**config.mk**
```make
export PLATFORM = sky130hd
export DESIGN_NAME = mbinit_param_module_side_flat
export DESIGN_NICKNAME = d
export VERILOG_FILES = /design/src/rtl/mbinit_param_module_side_pkg.sv /design/src/rtl/mbinit_param_module_side_if.sv /design/src/rtl/mbinit_param_module_side_timeout_counter.sv /design/src/rtl/mbinit_param_module_side.sv /design/src/flat_wrapper.sv
export SDC_FILE = /design/constraint.sdc
export NUM_CORES = 1
export LEC_CHECK = 0
export BUFFER_PORTS_ARGS = -buffer_cell sky130_fd_sc_hd__buf_2
export CAP_MARGIN = 20
export CORE_ASPECT_RATIO = 0.8
export CORE_MARGIN = 2
export CORE_UTILIZATION = 45
export DETAILED_ROUTE_END_ITERATION = 7
export GPL_TIMING_DRIVEN = 0
export PLACE_DENSITY = 0.85
export SETUP_SLACK_MARGIN = 0.05
export SYNTH_ARGS = -nofsm -noshare
export SYNTH_HDL_FRONTEND = slang
export SYNTH_SLANG_ARGS = --single-unit
export TNS_END_PERCENT = 30
```
**constraint.sdc**
```tcl
create_clock -name CLK -period 2.4 [get_ports CLK]
set_clock_uncertainty 0.1 [all_clocks]
set_input_delay 0.12 -clock CLK [delete_from_list [all_inputs] [get_ports CLK]]
set_output_delay 0.12 -clock CLK [all_outputs]
set_load 0.05 [all_outputs]
```
**src/rtl/mbinit_param_module_side_pkg.sv**
```systemverilog
// Shared MBINIT definitions: sideband message codes, data-field layout and
// the PARAM-stage state encoding.
package mbinit_param_module_side_pkg;

  localparam int RATE_W     = 4;
  localparam int VSWING_W   = 5;
  localparam int FIELD_W    = 16;
  localparam int RATE_LSB   = 0;
  localparam int VSWING_LSB = 4;
  localparam int RSVD_LSB   = 9;

  localparam logic [3:0] MSG_CAL_DONE_REQ   = 4'b0001;
  localparam logic [3:0] MSG_CAL_DONE_RESP  = 4'b0010;
  localparam logic [3:0] MSG_PARAM_CFG_REQ  = 4'b0011;
  localparam logic [3:0] MSG_PARAM_CFG_RESP = 4'b0100;

  typedef enum logic [2:0] {
    ST_IDLE,
    ST_WAIT_BUS,
    ST_SEND_REQ,
    ST_WAIT_RESP,
    ST_CHECK,
    ST_DONE,
    ST_ERROR
  } param_state_t;

  // Reserved bits of the sideband data field always travel as zero.
  function automatic logic [FIELD_W-1:0] pack_param(input logic [RATE_W-1:0]   rate,
                                                    input logic [VSWING_W-1:0] vswing);
    pack_param = {{(FIELD_W - RSVD_LSB){1'b0}}, vswing, rate};
  endfunction

endpackage

```
**src/rtl/mbinit_param_module_side_if.sv**
```systemverilog
// Sideband-facing signal bundle of the MBINIT.PARAM initiator; the design
// takes the slave view, the surrounding logic drives through master.
interface mbinit_param_module_side_if;
  import mbinit_param_module_side_pkg::*;

  logic                i_MBINIT_start;
  logic [RATE_W-1:0]   i_local_max_rate;
  logic [VSWING_W-1:0] i_local_vswing;
  logic [3:0]          i_RX_SbMessage;
  logic [FIELD_W-1:0]  i_RX_data_field;
  logic                i_msg_valid;
  logic                i_Busy_SideBand;
  logic                i_falling_edge_busy;
  logic [3:0]          o_TX_SbMessage;
  logic [FIELD_W-1:0]  o_TX_data_field;
  logic                o_ValidOutData_ModuleSide;
  logic                o_MBINIT_PARAM_end;
  logic [RATE_W-1:0]   o_negotiated_rate;
  logic                o_param_error;

  modport slave (
    input  i_MBINIT_start, i_local_max_rate, i_local_vswing, i_RX_SbMessage,
           i_RX_data_field, i_msg_valid, i_Busy_SideBand, i_falling_edge_busy,
    output o_TX_SbMessage, o_TX_data_field, o_ValidOutData_ModuleSide,
           o_MBINIT_PARAM_end, o_negotiated_rate, o_param_error
  );

  modport master (
    output i_MBINIT_start, i_local_max_rate, i_local_vswing, i_RX_SbMessage,
           i_RX_data_field, i_msg_valid, i_Busy_SideBand, i_falling_edge_busy,
    input  o_TX_SbMessage, o_TX_data_field, o_ValidOutData_ModuleSide,
           o_MBINIT_PARAM_end, o_negotiated_rate, o_param_error
  );

endinterface

```
**src/rtl/mbinit_param_module_side_timeout_counter.sv**
```systemverilog
// Saturating WAIT_RESP timeout counter; only exists when
// MBINIT_PARAM_TIMEOUT_EN is defined.
`ifdef MBINIT_PARAM_TIMEOUT_EN
module mbinit_timeout_counter #(
  parameter int TIMEOUT_CYCLES = 8000,
  parameter int CNT_W          = 13
) (
  input  logic clk,
  input  logic rst_n,
  input  logic clear,
  input  logic enable,
  output logic expired
);

  localparam logic [CNT_W-1:0] LIMIT = CNT_W'(TIMEOUT_CYCLES - 1);

  logic [CNT_W-1:0] count;

  always_ff @(posedge clk or negedge rst_n) begin
    if (!rst_n) begin
      count <= '0;
    end else if (clear) begin
      count <= '0;
    end else if (enable && (count != {CNT_W{1'b1}})) begin
      count <= count + 1'b1;
    end
  end

  assign expired = (count >= LIMIT);

endmodule
`endif

```
**src/rtl/mbinit_param_module_side.sv**
```systemverilog
// MBINIT.PARAM initiator: sends the local PARAM request, checks the partner
// response and gates MBINIT_CAL. Optional timeout: MBINIT_PARAM_TIMEOUT_EN.
module mbinit_param_module_side
  import mbinit_param_module_side_pkg::*;
#(
  parameter int TIMEOUT_CYCLES = 8000,
  parameter int CNT_W          = 13
) (
  input logic                        CLK,
  input logic                        rst_n,
  mbinit_param_module_side_if.slave  bus
);

  if ((2 ** CNT_W) <= TIMEOUT_CYCLES) begin : g_cnt_w_check
    $error("CNT_W is too narrow to hold TIMEOUT_CYCLES");
  end

  param_state_t        state, next_state;
  logic [RATE_W-1:0]   local_rate, rx_rate, send_rate;
  logic [VSWING_W-1:0] local_vswing, rx_vswing, send_vswing;
  logic                entering_send, entering_wait, resp_seen, timed_out;
  logic                unused_rsvd;

  assign unused_rsvd   = ^bus.i_RX_data_field[FIELD_W-1:RSVD_LSB];
  assign resp_seen     = bus.i_msg_valid && (bus.i_RX_SbMessage == MSG_PARAM_CFG_RESP);
  assign entering_send = (next_state == ST_SEND_REQ)  && (state != ST_SEND_REQ);
  assign entering_wait = (next_state == ST_WAIT_RESP) && (state != ST_WAIT_RESP);
  assign send_rate     = entering_send ? bus.i_local_max_rate : local_rate;
  assign send_vswing   = entering_send ? bus.i_local_vswing   : local_vswing;

`ifdef MBINIT_PARAM_TIMEOUT_EN
  mbinit_timeout_counter #(
    .TIMEOUT_CYCLES (TIMEOUT_CYCLES),
    .CNT_W          (CNT_W)
  ) u_timeout (
    .clk     (CLK),
    .rst_n   (rst_n),
    .clear   (entering_wait),
    .enable  (state == ST_WAIT_RESP),
    .expired (timed_out)
  );
`else
  assign timed_out = 1'b0;
`endif

  // Dropping i_MBINIT_start aborts from any state, even over a same-cycle response.
  always_comb begin
    next_state = state;
    if (!bus.i_MBINIT_start) begin
      next_state = ST_IDLE;
    end else begin
      case (state)
        ST_IDLE:      next_state = ST_WAIT_BUS;
        ST_WAIT_BUS:  if (!bus.i_Busy_SideBand) next_state = ST_SEND_REQ;
        ST_SEND_REQ:  if (bus.i_falling_edge_busy) next_state = ST_WAIT_RESP;
        ST_WAIT_RESP: begin
          if (resp_seen)      next_state = ST_CHECK;
          else if (timed_out) next_state = ST_ERROR;
        end
        ST_CHECK: begin
          if ((rx_rate <= local_rate) && (rx_vswing == local_vswing)) next_state = ST_DONE;
          else                                                        next_state = ST_ERROR;
        end
        ST_DONE:      next_state = ST_DONE;
        ST_ERROR:     next_state = ST_ERROR;
        default:      next_state = ST_IDLE;
      endcase
    end
  end

  // Outputs are decoded from next_state so they line up with the registered state.
  always_ff @(posedge CLK or negedge rst_n) begin
    if (!rst_n) begin
      state                         <= ST_IDLE;
      local_rate                    <= '0;
      local_vswing                  <= '0;
      rx_rate                       <= '0;
      rx_vswing                     <= '0;
      bus.o_TX_SbMessage            <= '0;
      bus.o_TX_data_field           <= '0;
      bus.o_ValidOutData_ModuleSide <= 1'b0;
      bus.o_MBINIT_PARAM_end        <= 1'b0;
      bus.o_negotiated_rate         <= '0;
      bus.o_param_error             <= 1'b0;
    end else begin
      state <= next_state;
      if (entering_send) begin
        local_rate            <= bus.i_local_max_rate;
        local_vswing          <= bus.i_local_vswing;
        bus.o_negotiated_rate <= '0;
      end
      if ((state == ST_WAIT_RESP) && (next_state == ST_CHECK)) begin
        rx_rate   <= bus.i_RX_data_field[RATE_LSB +: RATE_W];
        rx_vswing <= bus.i_RX_data_field[VSWING_LSB +: VSWING_W];
      end
      if ((state == ST_CHECK) && (next_state == ST_DONE)) begin
        bus.o_negotiated_rate <= rx_rate;
      end
      bus.o_TX_SbMessage            <= (next_state == ST_SEND_REQ) ? MSG_PARAM_CFG_REQ : 4'b0000;
      bus.o_TX_data_field           <= (next_state == ST_SEND_REQ) ?
                                       pack_param(send_rate, send_vswing) : '0;
      bus.o_ValidOutData_ModuleSide <= (next_state == ST_SEND_REQ);
      bus.o_MBINIT_PARAM_end        <= (next_state == ST_DONE);
      bus.o_param_error             <= (next_state == ST_ERROR);
    end
  end

endmodule

```
**src/flat_wrapper.sv**
```systemverilog
// flat-port wrapper written by rule: the top's interface ports become plain ports
module mbinit_param_module_side_flat import mbinit_param_module_side_pkg::*;
#(
  parameter int TIMEOUT_CYCLES = 8000,
  parameter int CNT_W          = 13
)
  (CLK, rst_n, bus_i_MBINIT_start, bus_i_local_max_rate, bus_i_local_vswing, bus_i_RX_SbMessage, bus_i_RX_data_field, bus_i_msg_valid, bus_i_Busy_SideBand, bus_i_falling_edge_busy, bus_o_TX_SbMessage, bus_o_TX_data_field, bus_o_ValidOutData_ModuleSide, bus_o_MBINIT_PARAM_end, bus_o_negotiated_rate, bus_o_param_error);
  mbinit_param_module_side_if bus_i ();
  input logic CLK;
  input logic rst_n;
  input wire logic [$bits(bus_i.i_MBINIT_start)-1:0] bus_i_MBINIT_start;
  input wire logic [$bits(bus_i.i_local_max_rate)-1:0] bus_i_local_max_rate;
  input wire logic [$bits(bus_i.i_local_vswing)-1:0] bus_i_local_vswing;
  input wire logic [$bits(bus_i.i_RX_SbMessage)-1:0] bus_i_RX_SbMessage;
  input wire logic [$bits(bus_i.i_RX_data_field)-1:0] bus_i_RX_data_field;
  input wire logic [$bits(bus_i.i_msg_valid)-1:0] bus_i_msg_valid;
  input wire logic [$bits(bus_i.i_Busy_SideBand)-1:0] bus_i_Busy_SideBand;
  input wire logic [$bits(bus_i.i_falling_edge_busy)-1:0] bus_i_falling_edge_busy;
  output wire logic [$bits(bus_i.o_TX_SbMessage)-1:0] bus_o_TX_SbMessage;
  output wire logic [$bits(bus_i.o_TX_data_field)-1:0] bus_o_TX_data_field;
  output wire logic [$bits(bus_i.o_ValidOutData_ModuleSide)-1:0] bus_o_ValidOutData_ModuleSide;
  output wire logic [$bits(bus_i.o_MBINIT_PARAM_end)-1:0] bus_o_MBINIT_PARAM_end;
  output wire logic [$bits(bus_i.o_negotiated_rate)-1:0] bus_o_negotiated_rate;
  output wire logic [$bits(bus_i.o_param_error)-1:0] bus_o_param_error;
  assign bus_i.i_MBINIT_start = bus_i_MBINIT_start;
  assign bus_i.i_local_max_rate = bus_i_local_max_rate;
  assign bus_i.i_local_vswing = bus_i_local_vswing;
  assign bus_i.i_RX_SbMessage = bus_i_RX_SbMessage;
  assign bus_i.i_RX_data_field = bus_i_RX_data_field;
  assign bus_i.i_msg_valid = bus_i_msg_valid;
  assign bus_i.i_Busy_SideBand = bus_i_Busy_SideBand;
  assign bus_i.i_falling_edge_busy = bus_i_falling_edge_busy;
  assign bus_o_TX_SbMessage = bus_i.o_TX_SbMessage;
  assign bus_o_TX_data_field = bus_i.o_TX_data_field;
  assign bus_o_ValidOutData_ModuleSide = bus_i.o_ValidOutData_ModuleSide;
  assign bus_o_MBINIT_PARAM_end = bus_i.o_MBINIT_PARAM_end;
  assign bus_o_negotiated_rate = bus_i.o_negotiated_rate;
  assign bus_o_param_error = bus_i.o_param_error;
  mbinit_param_module_side #(.TIMEOUT_CYCLES(TIMEOUT_CYCLES), .CNT_W(CNT_W)) u_core (.CLK(CLK), .rst_n(rst_n), .bus(bus_i));
endmodule
```
# == Word level (Yosys, flattened, before mapping) ==
# Index checks and enable logic that the tools add are counted.
# totals
reg_bits,48
latchBits,0
mem_bits_rw,0
romBits,0
input_bits,35
out_inout_bits,27
elab_cells,44
n_memories,0
# op_classes
addsub,0
mul,0
div_mod_pow,0
order_cmp,1
eq_ne,13
shifts,0
mux,12
bitwise,0
n_reduce_logical,7
# ops
cell,n
$pmux W3 S7,1
$eq A3 B3 Y1 const B,6
$mux W3,4
$mux W4,3
$eq A3 B2 Y1 const B,3
$mux W9,1
$eq A5 B5 Y1,1
$logic_and A1 B1 Y1,5
$mux W5,1
$eq A4 B3 Y1 const B,1
$le A4 B4 Y1,1
$mux W2,2
$eq A3 B1 Y1 const B,1
$logic_not A3 Y1,1
$ne A3 B2 Y1 const B,1
$reduce_bool A2 Y1,1

# == Depth between registers and ports, before layout ==
# Gate-level depths: netlist (run 1).
# logic_depth
word_depth,9
mapped_depth,7
ltp_nobuf,7

# == Least setup slack after synthesis (run 1) ==
# No wires, ideal clock.
# synth_path
path_kind,register to register
start,register u_core.rx_rate[1]
end,register u_core.bus.o_negotiated_rate[0] (netlist bit)
setup_ns,0.079
t_arrival_ns,1.705
t_required_ns,2.221
path_slack_ns,0.515
stages_incl_launch_ff,7
n_path_buf,0
period_less_slack_ns,1.885
cell_sequence,dfrtp_1 -> ha_1 -> nor2b_1 -> o211ai_1 -> a21oi_1 -> nor4b_4 -> mux2i_1
# synth_between
elab_chain_len,8
word_cells_on_any_way,11
classes_between,order compare: 1; eq/ne: 2; mux: 4; reduce/logical: 4
# synth_rtl
item,line_no,source
"start, declared",mbinit_param_module_side.sv:19,"logic [RATE_W-1:0] local_rate, rx_rate, send_rate;"
"start signal, assigned",mbinit_param_module_side.sv:93,rx_rate <= bus.i_RX_data_field[RATE_LSB +: RATE_W];
$le A4 B4 Y1 *,mbinit_param_module_side.sv:61,if ((rx_rate <= local_rate) && (rx_vswing == local_vswing)) next_state = ST_DONE;
$logic_and A1 B1 Y1 *,mbinit_param_module_side.sv:61,
$mux W2 *,mbinit_param_module_side.sv:61,
$pmux W3 S7 *,mbinit_param_module_side.sv:52,case (state)
$mux W3 *,mbinit_param_module_side.sv:49,if (!bus.i_MBINIT_start) begin
$eq A3 B3 Y1 or $eq A3 B2 Y1 (tied branches),"mbinit_param_module_side.sv:96, mbinit_param_module_side.sv:26",
"$logic_and A1 B1 Y1, on equally long branches","mbinit_param_module_side.sv:96, mbinit_param_module_side.sv:26",
$mux W4 or $reduce_bool A2 Y1 (tied branches),--,
"end signal, assigned",mbinit_param_module_side.sv:97,bus.o_negotiated_rate <= rx_rate;
"end, declared",mbinit_param_module_side_if.sv:25,"o_MBINIT_PARAM_end, o_negotiated_rate, o_param_error"
# Every way passes the cells marked *; elsewhere a longest branch is shown, timed or not.
# A chain may end at the register's enable or synchronous reset.

# == Worst setup path in the final report (run 1) ==
# layout_path
start,register u_core.rx_rate[1]
end,register u_core.bus.o_negotiated_rate[1] (netlist bit)
# layout_between
elab_chain_len,8
word_cells_on_any_way,11
classes_between,order compare: 1; eq/ne: 2; mux: 4; reduce/logical: 4
# layout_rtl
item,line_no
$le A4 B4 Y1,mbinit_param_module_side.sv:61
$logic_and A1 B1 Y1,mbinit_param_module_side.sv:61
$mux W2,mbinit_param_module_side.sv:61
$pmux W3 S7,mbinit_param_module_side.sv:52
$mux W3,mbinit_param_module_side.sv:49
$eq A3 B3 Y1 or $eq A3 B2 Y1 (tied branches),"mbinit_param_module_side.sv:96, mbinit_param_module_side.sv:26"
"$logic_and A1 B1 Y1, on equally long branches","mbinit_param_module_side.sv:96, mbinit_param_module_side.sv:26"
$mux W4 or $reduce_bool A2 Y1 (tied branches),--
# Several ways; a longest one is shown, not always the timed one.

==> impl_metrics.tcl, run 1 <==
set metrics [dict create \
    drv_slew 0 \
    arrival_ns 2.17 \
    grt_max_degree 38 \
    rsz0062_at_grt "no" \
    area_growth_pct 32.2 \
    cp-end-kind "flip-flop" \
    cp_max_fo 4 \
    worst_slack_ns 0.344 \
    fin_cells 306 \
    postRouteAntennaNets 0 \
    place_ws_ns 0.346 \
    synthAdderAreaFrac_pct 2.74 \
    fp-row-count 20 \
    synthTopCellsByCount "dfrtp_1 (37), nand2_1 (27), mux2_2 (18), inv_1 (15), a21oi_1 (14)" \
    fin_nets 291 \
    fin_util_pct 62.6 \
    antenna_found_initial 0 \
    clkLatencyLatePin_ns 0.29 \
    clkSinkCount 37 \
    synth_area_leaders "dfrtp_1 (51%), mux2_2 (11%), nand2_1 (5.6%)" \
    grt_pass1_wl_um 6390 \
    synthSimpleGateAreaFrac_pct 15.4 \
    drc_errors 0 \
    powerDensity_mw_per_mm2 631 \
    max_freq_mhz 486 \
    synth-seq-area-share_pct 50.7 \
    n_antenna_cell 0 \
    grt_pass1_vias 1438 \
    finalWirelength_um 3930 \
    drive_gt1_share_pct 34.7 \
    hpwl_um 2770 \
    synth_top_area_share_pct 50.7 \
    port_buffers 45 \
    syn_avg_cell_area_um2 10.6 \
    synth_compound_area_share_pct 8.22 \
    finalCritPeriodShare_pct 85.7 \
    yosysTopAreaCell "dfrtp_1" \
    r2r_setup_slack_ns 0.34 \
    cellLeakagePower_nw 1.23 \
    numCtsBuffers 5 \
    die-area_mm2 0.00459 \
    synth_seq_cells 37 \
    cp-start-kind "flip-flop" \
    clockRootBuffer "clkbuf_8" \
    track_usage_pct 19.5 \
    placed_cells_incl_taps 281 \
    grt.overflow.total 0 \
    synth_edf_count 0 \
    ir_drop_uv 394 \
    worstPathRequired_ns 2.52 \
    criticalPathCategory "reg2reg" \
    synthFlopType "dfrtp_1" \
    drv_cap 0 \
    die_x_um 75.2 \
    synthArstFlopShare_pct 100 \
    fill_cells 344 \
    synth.distinct_cells 36 \
    avgViaCountPerCell 4.78 \
    hp-class "in2reg" \
    synth_xor_area_share_pct 0.480 \
    die_h_um 61.0 \
    yosys_warnings 0 \
    vias 1463 \
    yosysMostFrequentCell "dfrtp_1" \
    routedWlPerCell_um 12.8 \
    hold_viol 0 \
    cts_tree "yes" \
    start_util_pct 47.4 \
    num_io_pins 62 \
    synth_top_family_by_area "simple AND/OR/NAND/NOR gates" \
    synthMuxAreaShare_pct 13.3 \
    tightest_slew_ns 0.808 \
    setup_viol 0 \
    max-slew-margin-rel_pct 46.1 \
    drt_first_pass_iters 4 \
    cts_max_level 2 \
    synth_area_mm2 0.00183 \
    clk_pin_slew_ns 0.07 \
    clockBufferDepth 2 \
    tns_ns 0 \
    drt_iter0_drc 86 \
    period_needed_ns 2.06 \
    hold_ws_ns 0.0406 \
    outcome "finished clean" \
    synthCells 173 \
    routabilityCongestion 0.797 \
    core_area_mm2 0.00385 \
]
-- layout by cell type, fill, tap and decap left out, drive strengths merged, types with 2 or more instances in the layout --
cell type / synthesis / layout
mux2: 18 / 18
nor3: 3 / 3
nor2b: 6 / 6
nor4b: 2 / 2
o31a: 2 / 2
conb: 1 / 9
buf: 13 / 58
nor2: 5 / 5
a21oi: 14 / 14
inv: 15 / 15
nand3: 2 / 2
or3: 2 / 2
ha: 4 / 4
mux2i: 4 / 4
dfrtp: 37 / 37
clkbuf: 4 / 9
dlygate4sd3: 0 / 19
nand2: 27 / 27
-- critical path, cell delays in order, from the launching register on --
cell and delay [ns]:
dfrtp_1 0.40, ha_1 0.31, nor2b_1 0.13, o211ai_1 0.15
a21oi_1 0.18, nor4b_4 0.48, mux2i_1 0.23
-- per-layer routing --
layer,part of all wire (%),up-vias,wire [µm],GRT usage [%]
met3,6.3,5,248,7.48
met2,47,47,1860,32.2
met1,46,697,1790,24.4
li1,-,714,-,-
met5,0,-,0,0
met4,0.69,0,27,5.26
-- final cells by class --
cell class | count | area, µm² | area share [%]
Sequential cell | 37 | 926 | 38.4
Multi-Input combinational cell | 112 | 766 | 31.7
Timing Repair Buffer | 64 | 415 | 17.2
Buffer | 17 | 108 | 4.46
Clock buffer | 5 | 68.8 | 2.85
Tap cell | 55 | 68.8 | 2.85
Inverter | 15 | 56.3 | 2.33
Clock inverter | 1 | 5.00 | 0.207
-- sequential cells by signal (all words and copies together), names as in the netlist --
signal,flops
u_core.local_vswing,5
u_core.bus.o_MBINIT_PARAM_end,1
u_core.local_rate,4
u_core.rx_vswing,5
u_core.state,3
u_core.bus.o_negotiated_rate,4
u_core.bus.o_TX_data_field,9
u_core.bus.o_TX_SbMessage,1
u_core.bus.o_param_error,1
u_core.rx_rate,4
-- final timing paths --
check | end | cells past startpoint | start
max | u_core.bus.o_negotiated_rate[1]$_DFFE_PN0P_ | 6 | u_core.rx_rate[1]$_DFFE_PN0P_
min | u_core.state[1]$_DFF_PN0_ | 3 | bus_i_MBINIT_start
max reg2reg | u_core.bus.o_negotiated_rate[1]$_DFFE_PN0P_ | 6 | u_core.rx_rate[1]$_DFFE_PN0P_
min reg2reg | u_core.rx_rate[0]$_DFFE_PN0P_ | 1 | u_core.rx_rate[0]$_DFFE_PN0P_
max in group asynchronous | u_core.state[2]$_DFF_PN0_ | 2 | rst_n
min in group asynchronous | u_core.bus.o_TX_data_field[2]$_DFF_PN0_ | 2 | rst_n
-- through the flow --
| stage | instance area, µm² | total power [W] |
|---|---|---|
| 2_1_floorplan | 1860 | 0.00101 |
| 3_3_place_gp | 2150 | 0.00109 |
| 3_5_place_dp | 2150 | 0.00111 |
| 4_1_cts | 2410 | 0.00153 |
| 5_1_grt | 2410 | 0.00161 |
| 6_report | 2410 | 0.00152 |
-- kinds of logic after synthesis --
family,count (synthesis)
simple gates,52
mux,22
flops,37
buf+inv,32
other cells,1
xor+xnor,1
fa+ha+maj,4
compound gates,24
-- power breakdown --
part | total [W] | internal, W | switching [W]
registers | 0.000740 | 0.000689 | 0.0000514
logic | 0.000383 | 0.000170 | 0.000213
clock network | 0.000399 | 0.000191 | 0.000208
-- repair_timing --
| action | 4_1_cts | 5_1_grt |
|---|---|---|
| hold buffers | 19 | 0 |
| buffers inserted | 0 | 0 |
| resized for setup | 0 | 0 |
| endpoints found under the hold margin | 64 | 0 |
Power figures use the tool's default switching activity.
==> run 2: changes to the inputs <==
CORE_UTILIZATION = 50   (was 45)
PLACE_DENSITY = 0.92   (was 0.85)
==> impl_metrics.tcl, run 2 (same netlist as run 1, synthesis figures left out) <==
set metrics [dict create \
    final_area_mm2 0.00244 \
    cts_max_level 2 \
    powerDensity_mw_per_mm2 685 \
    die_h_um 58.0 \
    max_freq_mhz 480 \
    fin_cells 295 \
    hpwl_um 2710 \
    numCtsBuffers 5 \
    crit_path_cell_trace "inv_1, ha_1, nor2b_1, o211ai_1, a21oi_1, nor4b_4, mux2i_1" \
    clockRootBuffer "clkbuf_8" \
    antenna_found_initial 0 \
    power_w 0.00167 \
    n_antenna_cell 0 \
    fin_nets 291 \
    drv_cap 0 \
    drive_gt1_share_pct 34.8 \
    clk_pin_slew_ns 0.07 \
    grt_pass1_wl_um 6270 \
    grt.overflow.total 0 \
    final_common_cell "buf_2" \
    hold_viol 0 \
    criticalPathCategory "reg2reg" \
    drt_first_pass_iters 4 \
    routedWlPerCell_um 12.5 \
    tns_ns 0 \
    placed_cells_incl_taps 268 \
    worstPathRequired_ns 2.51 \
    finalWirelength_um 3690 \
    clockBufferDepth 2 \
    avgViaCountPerCell 4.91 \
    fp-row-count 19 \
    die-area_mm2 0.00415 \
    die_x_um 71.6 \
    routabilityCongestion 0.893 \
    vias 1449 \
    grt_pass1_vias 1436 \
    worst_slack_ns 0.315 \
    reg2reg_from "u_core.local_rate[1]$_DFF_PN0_" \
    r2r_cells 7 \
    cp-start-kind "flip-flop" \
    r2r_setup_slack_ns 0.31 \
    largest-register "u_core.bus.o_TX_data_field" \
    final_cell_mix "buf_2 (47), dfrtp_1 (37), nand2_1 (27)" \
    drv_slew 0 \
    cts_tree "yes" \
    hp-class "in2reg" \
    max-slew-margin-rel_pct 47.0 \
    reg_top3 "u_core.bus.o_TX_data_field: 9 flops, u_core.local_vswing: 5 flops, u_core.rx_vswing: 5 flops" \
    min_to "u_core.state[1]$_DFF_PN0_" \
    critPathMaxStageDelay_ns 0.48 \
    track_usage_pct 19.9 \
    outcome "finished clean" \
    drc_errors 0 \
    cp-end-kind "flip-flop" \
    critPathSlowestCell "nor4b_4" \
    tightest_slew_ns 0.795 \
    cp_max_fo 4 \
    hold_depth 3 \
    period_needed_ns 2.09 \
    place_area_mm2 0.00213 \
    start_util_pct 52.6 \
    place_ws_ns 0.322 \
    core_area_mm2 0.00347 \
    area_growth_pct 33.7 \
    drt_iter0_drc 134 \
    cellLeakagePower_nw 1.24 \
    rsz0062_at_grt "no" \
    postRouteAntennaNets 0 \
    largest_register_ffs 9 \
    clkSinkCount 37 \
    finalCritPeriodShare_pct 86.9 \
    arrival_ns 2.19 \
    setup_viol 0 \
    grt_max_degree 38 \
    port_buffers 45 \
    timing.rr.end "u_core.bus.o_negotiated_rate[3]$_DFFE_PN0P_" \
    num_io_pins 62 \
    worstHoldStart "bus_i_MBINIT_start" \
    ir_drop_uv 561 \
    clkLatencyLatePin_ns 0.28 \
]
## run 2: changes by cell type in the layout (fill, tap and decap cells not counted), sizes merged
cell    delta
bufinv     +1
clkinv     -1
clkbuf     +2
## run 2: repair_timing
| action | in CTS | in global routing |
|---|---|---|
| buffers inserted | 0 | 0 |
| resized for setup | 0 | 0 |
| hold endpoints to repair | 62 | 2 |
| endpoints found under the setup margin | 0 | 0 |
| hold buffers | 18 | 1 |
## run 2: critical path, delay by kind of cell, from the launching register on
kind / cells / cell delay [ns]
and+or+nand+nor: 2 / 0.62
DFF: 1 / 0.38
AOI/OAI and AO/OA: 2 / 0.34
adders and majority gates: 1 / 0.29
muxes: 1 / 0.24
buffers and inverters: 1 / 0.06
## run 2: where the power goes
group | internal, W | switching (W)
sequential | 0.000689 | 0.0000492
clock | 0.000339 | 0.000209
combinational | 0.000171 | 0.000214
## run 2: how the worst max path moves through the flow
stage                                        start                                           to  slack (ns)  cells past startpoint
detailed placement  u_core.local_rate[1]$_DFF_PN0_  u_core.bus.o_negotiated_rate[3]$_DFFE_PN0P_        0.32                      7
global placement     u_core.rx_rate[1]$_DFFE_PN0P_  u_core.bus.o_negotiated_rate[1]$_DFFE_PN0P_        0.38                      6
CTS                 u_core.local_rate[1]$_DFF_PN0_  u_core.bus.o_negotiated_rate[3]$_DFFE_PN0P_        0.30                      7
floorplan            u_core.rx_rate[1]$_DFFE_PN0P_  u_core.bus.o_negotiated_rate[0]$_DFFE_PN0P_        0.52                      6
finish              u_core.local_rate[1]$_DFF_PN0_  u_core.bus.o_negotiated_rate[3]$_DFFE_PN0P_        0.31                      7
global route        u_core.local_rate[1]$_DFF_PN0_  u_core.bus.o_negotiated_rate[0]$_DFFE_PN0P_        0.16                      7
## run 2: cell type report
cell class                      count  area, µm²
Timing Repair Buffer               64        415
Inverter                           15       56.3
Multi-Input combinational cell    112        766
Sequential cell                    37        926
Fill cell                         253       1030
Clock inverter                      1       30.0
Buffer                             17        108
Clock buffer                        7       86.3
Tap cell                           42       52.6
## run 2: through the flow
stage          utilization (%)  hold WS, ns
2_1_floorplan                -       -0.276
3_5_place_dp              61.5        0.157
6_report                  70.3       0.0633
3_3_place_gp              61.5        0.146
5_1_grt                   70.3       0.0602
4_1_cts                   70.0      0.00414
## run 2: per-layer routing
| layer | track usage (%) | routed length [µm] | vias to the layer above |
|---|---|---|---|
| met5 | 0 | 0 | - |
| met4 | 4.85 | 19 | 0 |
| met3 | 6.78 | 249 | 2 |
| met2 | 34.0 | 1840 | 50 |
| met1 | 24.7 | 1590 | 677 |
| li1 | - | - | 720 |
==> run 3: changes to the inputs <==
CORE_UTILIZATION = 49   (was 50)
HOLD_SLACK_MARGIN = 0.08   (was not set)
PLACE_DENSITY = 0.91   (was 0.92)
SYNTH_HIERARCHICAL = 1   (was not set)
==> impl_metrics.tcl, run 3 <==
set metrics [dict create \
    track_usage_pct 19.3 \
    synthTopCellsByCount "dfrtp_1 (37), mux2_2 (14), buf_4 (11), o21ai_0 (9), a22o_1 (8)" \
    hold_viol 0 \
    tns_ns 0 \
    synthCells 149 \
    cts_max_level 2 \
    hpwl_um 2470 \
    core_area_mm2 0.00345 \
    crit_buf_inv 2 \
    reg_top3 "u_core/bus.o_TX_data_field: 9 flops, u_core/local_vswing: 5 flops, u_core/rx_vswing: 5 flops" \
    fin_util_pct 68.7 \
    register_area_um2 926 \
    cts_setup_buffers 0 \
    cp-start-kind "flip-flop" \
    arrival_ns 2.23 \
    reg2reg_from "u_core/local_rate[1]$_DFF_PN0_" \
    synthArstFlopShare_pct 100 \
    routabilityCongestion 0.834 \
    worstPathRequired_ns 2.48 \
    drt_first_pass_iters 4 \
    rsz0062_at_grt "no" \
    outcome "finished clean" \
    multi_input_area_um2 736 \
    crit_path_cell_trace "inv_1, ha_1, nor2b_1, o211ai_1, a21oi_1, or3_1, buf_6, mux2_4" \
    drv_cap 0 \
    setup_viol 0 \
    tightest_slew_ns 0.781 \
    start_util_pct 51.4 \
    finalCritPeriodShare_pct 89.9 \
    hold_ws_ns 0.158 \
    grt_pass1_vias 1307 \
    largest_register_ffs 9 \
    crit_start "u_core/local_rate[1]$_DFF_PN0_" \
    syn_avg_cell_area_um2 11.9 \
    clockBufferDepth 2 \
    grt_pass1_wl_um 5920 \
    synth_seq_cells 37 \
    fill_cells 240 \
    drt_iter0_drc 89 \
    max-slew-margin-rel_pct 47.9 \
    critPathTopFamily "simple AND/OR/NAND/NOR gates" \
    yosysMostFrequentCell "dfrtp_1" \
    cts_tree "yes" \
    hp-class "in2reg" \
    synth_area_leaders "dfrtp_1 (52%), mux2_2 (8.9%), buf_4 (4.7%)" \
    numCtsBuffers 5 \
    postRouteAntennaNets 0 \
    critPathSlowestCell "or3_1" \
    powerDensity_mw_per_mm2 675 \
    port_buffers 45 \
    synth_area_mm2 0.00177 \
    cp_max_fo 4 \
    routedWlPerCell_um 13.2 \
    num_io_pins 62 \
    power_w 0.00160 \
    final_area_mm2 0.00237 \
    drive_gt1_share_pct 39.3 \
    die_x_um 71.2 \
    cp-end-kind "flip-flop" \
    worstHoldStart "bus_i_falling_edge_busy" \
    largest-register "u_core/bus.o_TX_data_field" \
    synthFlopType "dfrtp_1" \
    place_area_mm2 0.00208 \
    antenna_found_initial 0 \
    cellLeakagePower_nw 1.24 \
    synth.distinct_cells 35 \
    criticalPathCategory "reg2reg" \
    area_growth_pct 33.8 \
    yosys_warnings 6 \
    clk_pin_slew_ns 0.07 \
    synth_edf_count 0 \
    yosysTopAreaCell "dfrtp_1" \
    n_antenna_cell 0 \
    period_needed_ns 2.16 \
    vias 1341 \
    synth-seq-area-share_pct 52.3 \
    grt.overflow.total 0 \
    avgViaCountPerCell 4.95 \
    die_h_um 57.8 \
    ir_drop_uv 323 \
    final_cell_mix "buf_2 (48), dfrtp_1 (37), dlygate4sd3_1 (20)" \
    critPathMaxStageDelay_ns 0.38 \
    clkSinkCount 37 \
    max_freq_mhz 464 \
    drv_slew 0 \
    drc_errors 0 \
    synth_top_area_share_pct 52.3 \
    fin_nets 268 \
    die-area_mm2 0.00411 \
    finalWirelength_um 3570 \
    fp-row-count 19 \
    final_common_cell "buf_2" \
    clockRootBuffer "clkbuf_8" \
    grt_max_degree 38 \
    clkLatencyLatePin_ns 0.29 \
]
## run 3: changes by cell type in the layout (fill, tap and decap cells not counted), moves of 4 or more
cell      delta
a22o_1       +8
a21oi_1      -9
clkbuf_1     -4
inv_1        -8
nand2_1     -21
xor2_1       +5
mux2_2       -4
o21ai_0      +8
## run 3: through the flow
stage / setup slack [ns] / std cells
floorplan: 0.375 / 157
global placement: 0.300 / 244
detailed placement: 0.259 / 244
CTS: 0.242 / 271
global route: 0.136 / 271
finish: 0.243 / 271
## run 3: cell families (layout without fill, tap and decap cells)
logic type	Yosys count	in the layout	synth area share, %
AND/OR/NAND/NOR	30	30	10.1
multiplexers	18	18	12.0
AO/OA/AOI/OAI	31	31	12.2
XOR/XNOR	5	5	2.47
adder cells (fa/ha/maj)	4	4	2.83
buffers and inverters	23	95	7.84
flip-flops	37	37	52.3
other	1	9	0.212
## run 3: layout make-up
class | count | area share, %
Buffer | 16 | 4.75
Clock buffer | 6 | 3.49
Clock inverter | 1 | 0.317
Inverter | 7 | 1.11
Multi-Input combinational cell | 97 | 31.1
Sequential cell | 37 | 39.1
Tap cell | 42 | 2.22
Timing Repair Buffer | 65 | 18.0
## run 3: path summary, 6_finish.rpt
kind	endpoint	slack [ns]	cells after the start
min in group asynchronous	u_core/bus.o_TX_data_field[3]$_DFF_PN0_	0.37	2
min reg2reg	u_core/bus.o_TX_data_field[1]$_DFF_PN0_	0.40	1
min	u_core/bus.o_TX_SbMessage[0]$_DFF_PN0_	0.16	3
max	u_core/bus.o_negotiated_rate[2]$_DFFE_PN0P_	0.24	8
max reg2reg	u_core/bus.o_negotiated_rate[2]$_DFFE_PN0P_	0.24	8
max in group asynchronous	u_core/bus.o_TX_SbMessage[0]$_DFF_PN0_	1.33	2
## run 3: what timing repair did
action | 4_1_cts | 5_1_grt
gates resized for setup | 0 | 0
hold buffers | 20 | 0
hold endpoints to repair | 66 | 0
## run 3: tightest hold or removal path, stage by stage
cell and delay (ns):
buf_2 0.09, o221a_2 0.24, nor2_1 0.06
## run 3: layer usage
| metal | up-vias | track usage (%) | share of wire, % | wire [µm] |
|---|---|---|---|---|
| met5 | - | 0 | 0 | 0 |
| met4 | 0 | 7.28 | 1.7 | 61 |
| met3 | 8 | 8.52 | 5.0 | 180 |
| met2 | 35 | 31.2 | 51 | 1810 |
| met1 | 639 | 23.0 | 42 | 1510 |
| li1 | 659 | - | - | - |
## run 3: where the power goes
group	internal (W)	switching, W	total (W)
Combinational	0.000173	0.000230	0.000403
Sequential	0.000704	0.0000604	0.000764
Clock	0.000227	0.000207	0.000433
Total	0.00110	0.000497	0.00160
